==> src/rtl/flash_adc_pkg.sv <==
`default_nettype none
// ============================================================================
// Module      : flash_adc_pkg
// Description : Shared types and thermometer-code helpers for the flash ADC.
// Revision    : 1.0
// ============================================================================
package flash_adc_pkg;

    typedef enum logic [1:0] {
        ST_IDLE   = 2'd0,
        ST_SETTLE = 2'd1,
        ST_SAMPLE = 2'd2,
        ST_DONE   = 2'd3
    } state_e;

    localparam int unsigned MAX_BITS   = 8;
    localparam int unsigned MAX_LEVELS = (1 << MAX_BITS) - 1;

    function automatic int unsigned levels_of(input int unsigned bits);
        return (1 << bits) - 1;
    endfunction

    function automatic int unsigned result_width(input int unsigned bits,
                                                 input int unsigned osr_log2);
        return bits + osr_log2;
    endfunction

    // Counting ones rather than finding the top set bit keeps the code sane
    // when a comparator near the threshold glitches.
    function automatic int unsigned therm_popcount(input logic [MAX_LEVELS-1:0] therm,
                                                   input int unsigned           levels);
        int unsigned count;
        count = 0;
        for (int i = 0; i < MAX_LEVELS; i++) begin
            if ((i < int'(levels)) && therm[i]) begin
                count = count + 1;
            end
        end
        return count;
    endfunction

    function automatic logic therm_is_bubble(input logic [MAX_LEVELS-1:0] therm,
                                             input int unsigned           levels);
        logic bubble;
        bubble = 1'b0;
        for (int i = 1; i < MAX_LEVELS; i++) begin
            if ((i < int'(levels)) && therm[i] && !therm[i-1]) begin
                bubble = 1'b1;
            end
        end
        return bubble;
    endfunction

endpackage
`default_nettype wire

==> src/rtl/adc_btn_debounce.sv <==
`default_nettype none
// ============================================================================
// Module      : adc_btn_debounce
// Description : Button synchroniser, debounce filter and rising-edge start pulse.
// Revision    : 1.0
// ============================================================================
module adc_btn_debounce
    import flash_adc_pkg::*;
#(
    parameter int unsigned DEBOUNCE_CYCLES = 16
) (
    input  logic clk,
    input  logic rst_n,
    input  logic btn_i,
    output logic start_o
);

    localparam int unsigned CW = (DEBOUNCE_CYCLES > 1) ? $clog2(DEBOUNCE_CYCLES) : 1;
    localparam logic [CW-1:0] CNT_LAST = CW'(DEBOUNCE_CYCLES - 1);

    generate
        if (DEBOUNCE_CYCLES < 1) begin : g_bad_debounce
            $error("adc_btn_debounce: DEBOUNCE_CYCLES must be >= 1");
        end
    endgenerate

    logic          meta_q;
    logic          sync_q;
    logic          level_q;
    logic          level_d;
    logic [CW-1:0] cnt_q;
    logic [CW-1:0] cnt_d;
    logic          start_q;
    logic          start_d;

    always_comb begin
        level_d = level_q;
        cnt_d   = cnt_q;
        if (sync_q == level_q) begin
            cnt_d = '0;
        end else if (cnt_q == CNT_LAST) begin
            level_d = sync_q;
            cnt_d   = '0;
        end else begin
            cnt_d = cnt_q + CW'(1);
        end
        start_d = level_d & ~level_q;
    end

    always_ff @(posedge clk or negedge rst_n) begin
        if (!rst_n) begin
            meta_q  <= 1'b0;
            sync_q  <= 1'b0;
            level_q <= 1'b0;
            cnt_q   <= '0;
            start_q <= 1'b0;
        end else begin
            meta_q  <= btn_i;
            sync_q  <= meta_q;
            level_q <= level_d;
            cnt_q   <= cnt_d;
            start_q <= start_d;
        end
    end

    assign start_o = start_q;

endmodule
`default_nettype wire

==> src/rtl/flash_adc_sequencer.sv <==
`default_nettype none
// ============================================================================
// Module      : flash_adc_sequencer
// Description : Flash ADC back-end: therm sync/encode, conversion FSM, oversampling.
// Revision    : 1.0
// ============================================================================
module flash_adc_sequencer
    import flash_adc_pkg::*;
#(
    parameter int unsigned BITS            = 2,
    parameter int unsigned OSR_LOG2        = 2,
    parameter int unsigned SETTLE_CYCLES   = 4,
    parameter int unsigned DEBOUNCE_CYCLES = 16
) (
    input  logic                       clk,
    input  logic                       rst_n,
    input  logic                       btn,
    input  logic                       mode,
    input  logic [(2**BITS)-2:0]       therm_in,
    output logic                       ladder_en,
    output logic                       busy,
    output logic [BITS+OSR_LOG2-1:0]   result,
    output logic                       result_valid,
    output logic                       result_bubble,
    output logic [2:0]                 control
);

    localparam int unsigned LEVELS      = levels_of(BITS);
    localparam int unsigned RW          = result_width(BITS, OSR_LOG2);
    localparam int unsigned OSR_SAMPLES = 1 << OSR_LOG2;
    localparam int unsigned CNT_MAX     = (SETTLE_CYCLES > OSR_SAMPLES) ? SETTLE_CYCLES
                                                                        : OSR_SAMPLES;
    localparam int unsigned CW          = $clog2(CNT_MAX) + 1;
    localparam logic [CW-1:0] SETTLE_LAST = CW'(SETTLE_CYCLES - 1);
    localparam logic [CW-1:0] SAMPLE_LAST = CW'(OSR_SAMPLES - 1);

    generate
        if (SETTLE_CYCLES < 3) begin : g_bad_settle
            $error("flash_adc_sequencer: SETTLE_CYCLES must be >= 3");
        end
        if ((BITS < 1) || (BITS > MAX_BITS)) begin : g_bad_bits
            $error("flash_adc_sequencer: BITS out of supported range");
        end
    endgenerate

    // ------------------------------------------------------------------------
    // Comparator synchroniser and encode stage (3 cycles therm -> code)
    // ------------------------------------------------------------------------
    logic [LEVELS-1:0] therm_meta_q;
    logic [LEVELS-1:0] therm_sync_q;
    logic [BITS-1:0]   code_q;
    logic [BITS-1:0]   code_d;
    logic              bubble_q;
    logic              bubble_d;

    always_comb begin
        code_d   = BITS'(therm_popcount(MAX_LEVELS'(therm_sync_q), LEVELS));
        bubble_d = therm_is_bubble(MAX_LEVELS'(therm_sync_q), LEVELS);
    end

    always_ff @(posedge clk or negedge rst_n) begin
        if (!rst_n) begin
            therm_meta_q <= '0;
            therm_sync_q <= '0;
            code_q       <= '0;
            bubble_q     <= 1'b0;
        end else begin
            therm_meta_q <= therm_in;
            therm_sync_q <= therm_meta_q;
            code_q       <= code_d;
            bubble_q     <= bubble_d;
        end
    end

    logic start;

    adc_btn_debounce #(
        .DEBOUNCE_CYCLES (DEBOUNCE_CYCLES)
    ) u_btn_debounce (
        .clk     (clk),
        .rst_n   (rst_n),
        .btn_i   (btn),
        .start_o (start)
    );

    // ------------------------------------------------------------------------
    // Conversion FSM
    // ------------------------------------------------------------------------
    state_e          state_q;
    state_e          state_d;
    logic [CW-1:0]   cnt_q;
    logic [CW-1:0]   cnt_d;
    logic [RW-1:0]   acc_q;
    logic [RW-1:0]   acc_d;
    logic            bub_acc_q;
    logic            bub_acc_d;
    logic [RW-1:0]   result_q;
    logic [RW-1:0]   result_d;
    logic            result_bubble_q;
    logic            result_bubble_d;

    always_ff @(posedge clk or negedge rst_n) begin
        if (!rst_n) begin
            state_q <= ST_IDLE;
        end else begin
            state_q <= state_d;
        end
    end

    always_comb begin
        state_d         = state_q;
        cnt_d           = cnt_q + CW'(1);
        acc_d           = acc_q;
        bub_acc_d       = bub_acc_q;
        result_d        = result_q;
        result_bubble_d = result_bubble_q;
        case (state_q)
            ST_IDLE: begin
                cnt_d = '0;
                if (mode || start) begin
                    state_d   = ST_SETTLE;
                    acc_d     = '0;
                    bub_acc_d = 1'b0;
                end
            end
            ST_SETTLE: begin
                if (cnt_q == SETTLE_LAST) begin
                    state_d = ST_SAMPLE;
                    cnt_d   = '0;
                end
            end
            ST_SAMPLE: begin
                acc_d     = acc_q + RW'(code_q);
                bub_acc_d = bub_acc_q | bubble_q;
                // The last sample is folded into the published result directly.
                if (cnt_q == SAMPLE_LAST) begin
                    state_d         = ST_DONE;
                    cnt_d           = '0;
                    result_d        = acc_d;
                    result_bubble_d = bub_acc_d;
                end
            end
            ST_DONE: begin
                cnt_d     = '0;
                acc_d     = '0;
                bub_acc_d = 1'b0;
                state_d   = mode ? ST_SAMPLE : ST_IDLE;
            end
            default: begin
                state_d = ST_IDLE;
                cnt_d   = '0;
            end
        endcase
    end

    always_ff @(posedge clk or negedge rst_n) begin
        if (!rst_n) begin
            cnt_q           <= '0;
            acc_q           <= '0;
            bub_acc_q       <= 1'b0;
            result_q        <= '0;
            result_bubble_q <= 1'b0;
        end else begin
            cnt_q           <= cnt_d;
            acc_q           <= acc_d;
            bub_acc_q       <= bub_acc_d;
            result_q        <= result_d;
            result_bubble_q <= result_bubble_d;
        end
    end

    always_comb begin
        ladder_en     = (state_q != ST_IDLE);
        busy          = (state_q != ST_IDLE);
        result_valid  = (state_q == ST_DONE);
        result        = result_q;
        result_bubble = result_bubble_q;
        control       = {(state_q != ST_IDLE), state_q};
    end

endmodule
`default_nettype wire
==> config.mk <==
export PLATFORM = sky130hd
export DESIGN_NAME = flash_adc_sequencer
export DESIGN_NICKNAME = d
export VERILOG_FILES = /design/src/rtl/flash_adc_pkg.sv /design/src/rtl/adc_btn_debounce.sv /design/src/rtl/flash_adc_sequencer.sv
export SDC_FILE = /design/constraint.sdc
export NUM_CORES = 1
export LEC_CHECK = 0
export CAP_MARGIN = 40
export CELL_PAD_IN_SITES_DETAIL_PLACEMENT = 1
export CELL_PAD_IN_SITES_GLOBAL_PLACEMENT = 2
export CORE_MARGIN = 4
export CORE_UTILIZATION = 39
export DETAILED_ROUTE_END_ITERATION = 8
export PLACE_DENSITY_LB_ADDON = 0.15
export SETUP_SLACK_MARGIN = 0.5
export SYNTH_ARGS = -nofsm -noshare
export SYNTH_HDL_FRONTEND = slang
export SYNTH_SLANG_ARGS = --single-unit
==> constraint.sdc <==
create_clock -name clk -period 2.8 [get_ports clk]
set_input_delay 0.56 -clock clk [delete_from_list [all_inputs] [get_ports clk]]
set_output_delay 0.56 -clock clk [all_outputs]
set_load 0.01 [all_outputs]
### Word level (Yosys, flattened, before mapping)

Cells that the tools add are included.

| storage, ports and cells | value |
|---|---|
| flip-flop bits (word level) | 32 |
| input port bits | 7 |
| output and inout port bits | 11 |
| word-level logic and storage cells | 65 |

| operators by class | value |
|---|---|
| add/subtract/negate cells | 5 |
| equal/unequal tests | 9 |
| mux-type cells | 20 |
| bitwise logic cells | 3 |
| reduce and logical (&&, ||, !) cells | 13 |

Operator list:

| kind | number |
|---|---|
| $mux 2 | 6 |
| $mux 4 | 3 |
| $pmux 4 s3 | 1 |
| $pmux 2 s4 | 1 |
| $mux 1 | 6 |
| $ne 2x2->1 const B | 3 |
| $pmux 3 s2 | 1 |
| $add 4x1->4 const B | 1 |
| $add 4x2->4 | 1 |
| $eq 2x2->1 const B | 2 |
| $eq 4x4->1 const B | 1 |
| $reduce_and 2->1 | 2 |
| $reduce_or 2->1 | 2 |
| $add 3x1->3 const B | 1 |
| $eq 3x2->1 const B | 1 |
| $mux 3 | 1 |
| $pmux 1 s3 | 1 |
| $reduce_and 3->1 | 1 |
| $reduce_bool 3->1 | 1 |
| $add 1x1->2 const B | 1 |
| $add 2x1->2 const B | 1 |
| $eq 2x1->1 const B | 1 |
| $logic_and 1x1->1 | 2 |
| $logic_not 1->1 | 2 |
| other kinds (7) | 7 |

### Longest topological paths before layout

| depth | value |
|---|---|
| word-level depth | 5 |
| mapped depth | 6 |
| gate-level depth less buffers | 5 |

### By module

A second synthesis with hierarchy kept.

| second synthesis, totals | value |
|---|---|
| cells, all modules | 118 |
| area, all modules | 1,457.6 um^2 |

Modules (own cells, without submodules):

| module | times used | cells an instance | area each (um^2) | seq. area each (um^2) |
|---|---|---|---|---|
| flash_adc_sequencer | 1 | 98 | 1,154.9 | 600.6 |
| adc_btn_debounce | 1 | 20 | 302.8 | 200.2 |

### Worst setup path after synthesis

Ideal clock, no wire load.

| timing path | value |
|---|---|
| kind | register -> output |
| start point | register state_q[0] |
| end point | output port control[2] |
| arrival | 0.989 ns |
| data required time | 2.240 ns |
| setup slack | 1.251 ns |
| cell stages (with the launch flop) | 5 |
| path buffers | 1 |
| path through | dfrtp_1 -> inv_1 -> ha_1 -> inv_1 -> buf_4 |

| between the ends | value |
|---|---|
| longest elaborated chain between the ends | 1 |

RTL lines:

| item | line | RTL |
|---|---|---|
| from (decl) | flash_adc_sequencer.sv:89 | `state_e state_q;` |
| from (signal assigned) | flash_adc_sequencer.sv:106 | `state_q <= state_d;` |
| $reduce_bool 2->1 | n/a |  |
| to (decl) | flash_adc_sequencer.sv:25 | `output logic [2:0] control` |

No other way between the ends.

### Worst setup path after layout

| timing path | value |
|---|---|
| start point | register state_q[0] |
| end point | output port control[2] |

| between the ends | value |
|---|---|
| longest elaborated chain between the ends | 1 |

RTL lines:

| item | line | RTL |
|---|---|---|
| $reduce_bool 2->1 | flash_adc_sequencer.sv:178 | `control = {(state_q != ST_IDLE), state_q};` |

No other way between the ends.

==> flow_summary.ini <==
[pwr]
swShare_pct = 32.5
pwr-share-comb_pct = 39.3
p_leak_nw = 0.818
power_switching_uw = 536
pwr-share-seq_pct = 38.2
intPower_mw = 1.11
ir_worst_vdd_mv = 0.545
power.density_nw_per_um2 = 932
pwr-share-clk_pct = 22.6

[floorplanning]
dieWidth_um = 69.1
rows = 21
initial_core_util_pct = 41.9
die_area_um2 = 4770
core_area_um2 = 3470
die_h_um = 69.1
ioPinCount = 18

[synthesis]
yosys.area_share.simple_pct = 13.6
synth_enable_flop_cells = 0
synth_cell_types = 35
synthAdderAreaFrac_pct = 10.8
ys_ff_latch = 32
seq_area_frac_synth_pct = 55.1
muxShareOfSynthArea_pct = 2.93
avgSynthCellArea_um2 = 12.1
syn-cell-area_um2 = 1450
synth_xor_xnor_area_share_pct = 2.41
synth-compound-area-share_pct = 10.3
async_flop_share_pct = 100
yosysWarnings = 0
synth_fp_nets = 139
ys.flop_type = dfrtp_1
synth_cells = 120
synth_top_family_by_area = simple AND/OR/NAND/NOR gates

[worst_setup_path]
cp_slowest_stage_delay_ns = 0.54
cp-start-kind = flip-flop
cp.depth = 4
critPathKind = reg2out
path_delay_family = buffers and inverters
critPathBufInv = 3
crit_chain = inv_2, ha_1, inv_1, clkdlybuf4s50_1
r2r_cells = 4
cp_max_fo = 5
cp-end-kind = primary output
critical_path_required_ns = 2.24
cpMaxStageDelayCell = clkdlybuf4s50_1
cp.arrival_ns = 1.62

[route]
vias = 930
wl_um = 2490
drt_iter0_markers = 20
drc = 0
wire_per_inst_um = 13.2
firstDrtPassIters = 2
drt-vias-per-instance = 4.92
drtAntennaViolNets = 0

[global_routing]
grt_max_degree = 33
antenna_found_initial = 0
grt_overflow = 0
grt_pass1_wl_um = 4550
grt_pass1_vias = 988
grt_util_all_layers_pct = 12.0

[layout]
drive_gt1_share_pct = 15.4
area_growth_pct = 21.7
final_common_cell = dfrtp_1
fin_nets = 162
final_cell_mix = dfrtp_1, clkdlybuf4s50_1, ha_1
postLayoutCoreUtil_pct = 51.0
diodes = 0

[run_status]
status = finished, final reports clean

[run]
maxCapViolCount = 0

[clock_network]
cts.sinks = 32
clkTransAtPathRegs_ns = 0.06
clock_latency_ns = 0.28
cts_htree_levels = 2
cts_tree = yes
hold_buffers = 0
cts_max_path_buffers = 2
root_buffer = clkbuf_8
numCtsBuffers = 5

[timing]
hold_viol_final = 0
post-route-min-period_ns = 2.18
period_share_pct = 77.7
worst_pin_slew_ns = 0.399
fin_hold_ws_ns = 0.347
fin_skew_ns = 0.00225
rsz0062_at_grt = false
tns_ns = 0
maxSlewHeadroom_pct = 73.4
fmax_mhz = 460
final_max_slew_viol_count = 0
setup_viol = 0

[min_path]
holdCritPathClass = reg2reg
holdPathStages = 0

[place]
post-dp-hpwl_um = 1900
gp_congestion = 0.706
numPortBuffers = 17
==> layer usage <==
metal	track usage (%)	vias up	share of wire [%]
met1	14.0	459	46
met4	8.46	0	2.7
met5	0	-	0
met2	18.8	16	47
met3	3.78	6	4.2
li1	-	449	-
==> registers in the layout, indices dropped and copies added, names as in the netlist <==
name and cells:
u_btn_debounce.sync_q 1, therm_meta_q 3, u_btn_debounce.cnt_q 4, bub_acc_q 1, acc_q 4, code_q 2
cnt_q 3, u_btn_debounce.level_q 1, u_btn_debounce.start_o 1, state_q 2, bubble_q 1, result 4
result_bubble 1, u_btn_debounce.meta_q 1, therm_sync_q 3
==> power groups by stage <==
stage | Clock [mW] | Sequential [mW] | Combinational (mW)
floorplan | 0 | 0.648 | 0.389
global placement | 0 | 0.630 | 0.633
detailed placement | 0 | 0.640 | 0.648
CTS | 0.388 | 0.631 | 0.652
global route | 0.413 | 0.647 | 0.731
finish | 0.372 | 0.630 | 0.647
==> Yosys cell counts, types with 2 or more instances <==
cell / n / share of area [%]
ha_1: 11 / 9.5
mux2i_1: 2 / 1.4
nor2b_1: 2 / 0.86
nand2_1: 8 / 2.1
mux2_2: 2 / 1.5
o21ai_0: 10 / 3.4
xnor2_1: 2 / 1.2
inv_1: 10 / 2.6
xor2_1: 2 / 1.2
a21oi_1: 3 / 1.0
nand3_1: 3 / 1.0
nor2_1: 7 / 1.8
dfrtp_1: 32 / 55
o31ai_1: 2 / 1.0
nor3b_1: 3 / 1.5
buf_4: 2 / 1.0
==> cell families (layout without fill, tap and decap cells) <==
| kind of cell | Yosys count | count (layout) |
|---|---|---|
| AOI/OAI and AO/OA | 22 | 22 |
| xor gates and xnor gates | 4 | 4 |
| adders and majority gates | 12 | 12 |
| buffers and inverters | 14 | 37 |
| DFF | 32 | 32 |
| muxes | 4 | 4 |
| and+or+nand+nor | 32 | 32 |
==> layout make-up <==
type | instances | area [µm²]
inverters | 11 | 43.8
fillers | 379 | 1700
flip-flops and latches | 32 | 801
multi-input cells | 74 | 583
clock buffers | 7 | 96.3
well taps | 46 | 57.6
repair buffers | 19 | 188
==> what timing repair did <==
| item | CTS | global route |
|---|---|---|
| buffers inserted | 0 | 1 |
| resized for setup | 0 | 3 |
| setup endpoints to repair | 0 | 3 |
==> worst paths after layout <==
kind / from / endpoint / slack (ns)
setup / recovery: state_q[0]$_DFFE_PN0P_ / control[2] / 0.62
hold / removal: therm_meta_q[1]$_DFF_PN0_ / therm_sync_q[1]$_DFF_PN0_ / 0.35
setup reg to reg: state_q[0]$_DFFE_PN0P_ / result[0]$_DFFE_PN0P_ / 1.19
hold reg to reg: therm_meta_q[1]$_DFF_PN0_ / therm_sync_q[1]$_DFF_PN0_ / 0.35
max in group asynchronous: rst_n / cnt_q[0]$_DFF_PN0_ / 1.83
min in group asynchronous: rst_n / therm_meta_q[2]$_DFF_PN0_ / 0.69
==> stage by stage <==
stage | instances | cell area [µm²] | total power, mW | setup slack, ns
final | 189 | 1770 | 1.65 | 0.625
after global routing | 189 | 1770 | 1.79 | 0.516
after detailed placement | 181 | 1660 | 1.29 | 0.844
after CTS | 188 | 1760 | 1.67 | 0.522
after global placement | 181 | 1660 | 1.26 | 0.931
after floorplan | 120 | 1450 | 1.04 | 1.25
Note: power is estimated with default switching activity, not from simulation.
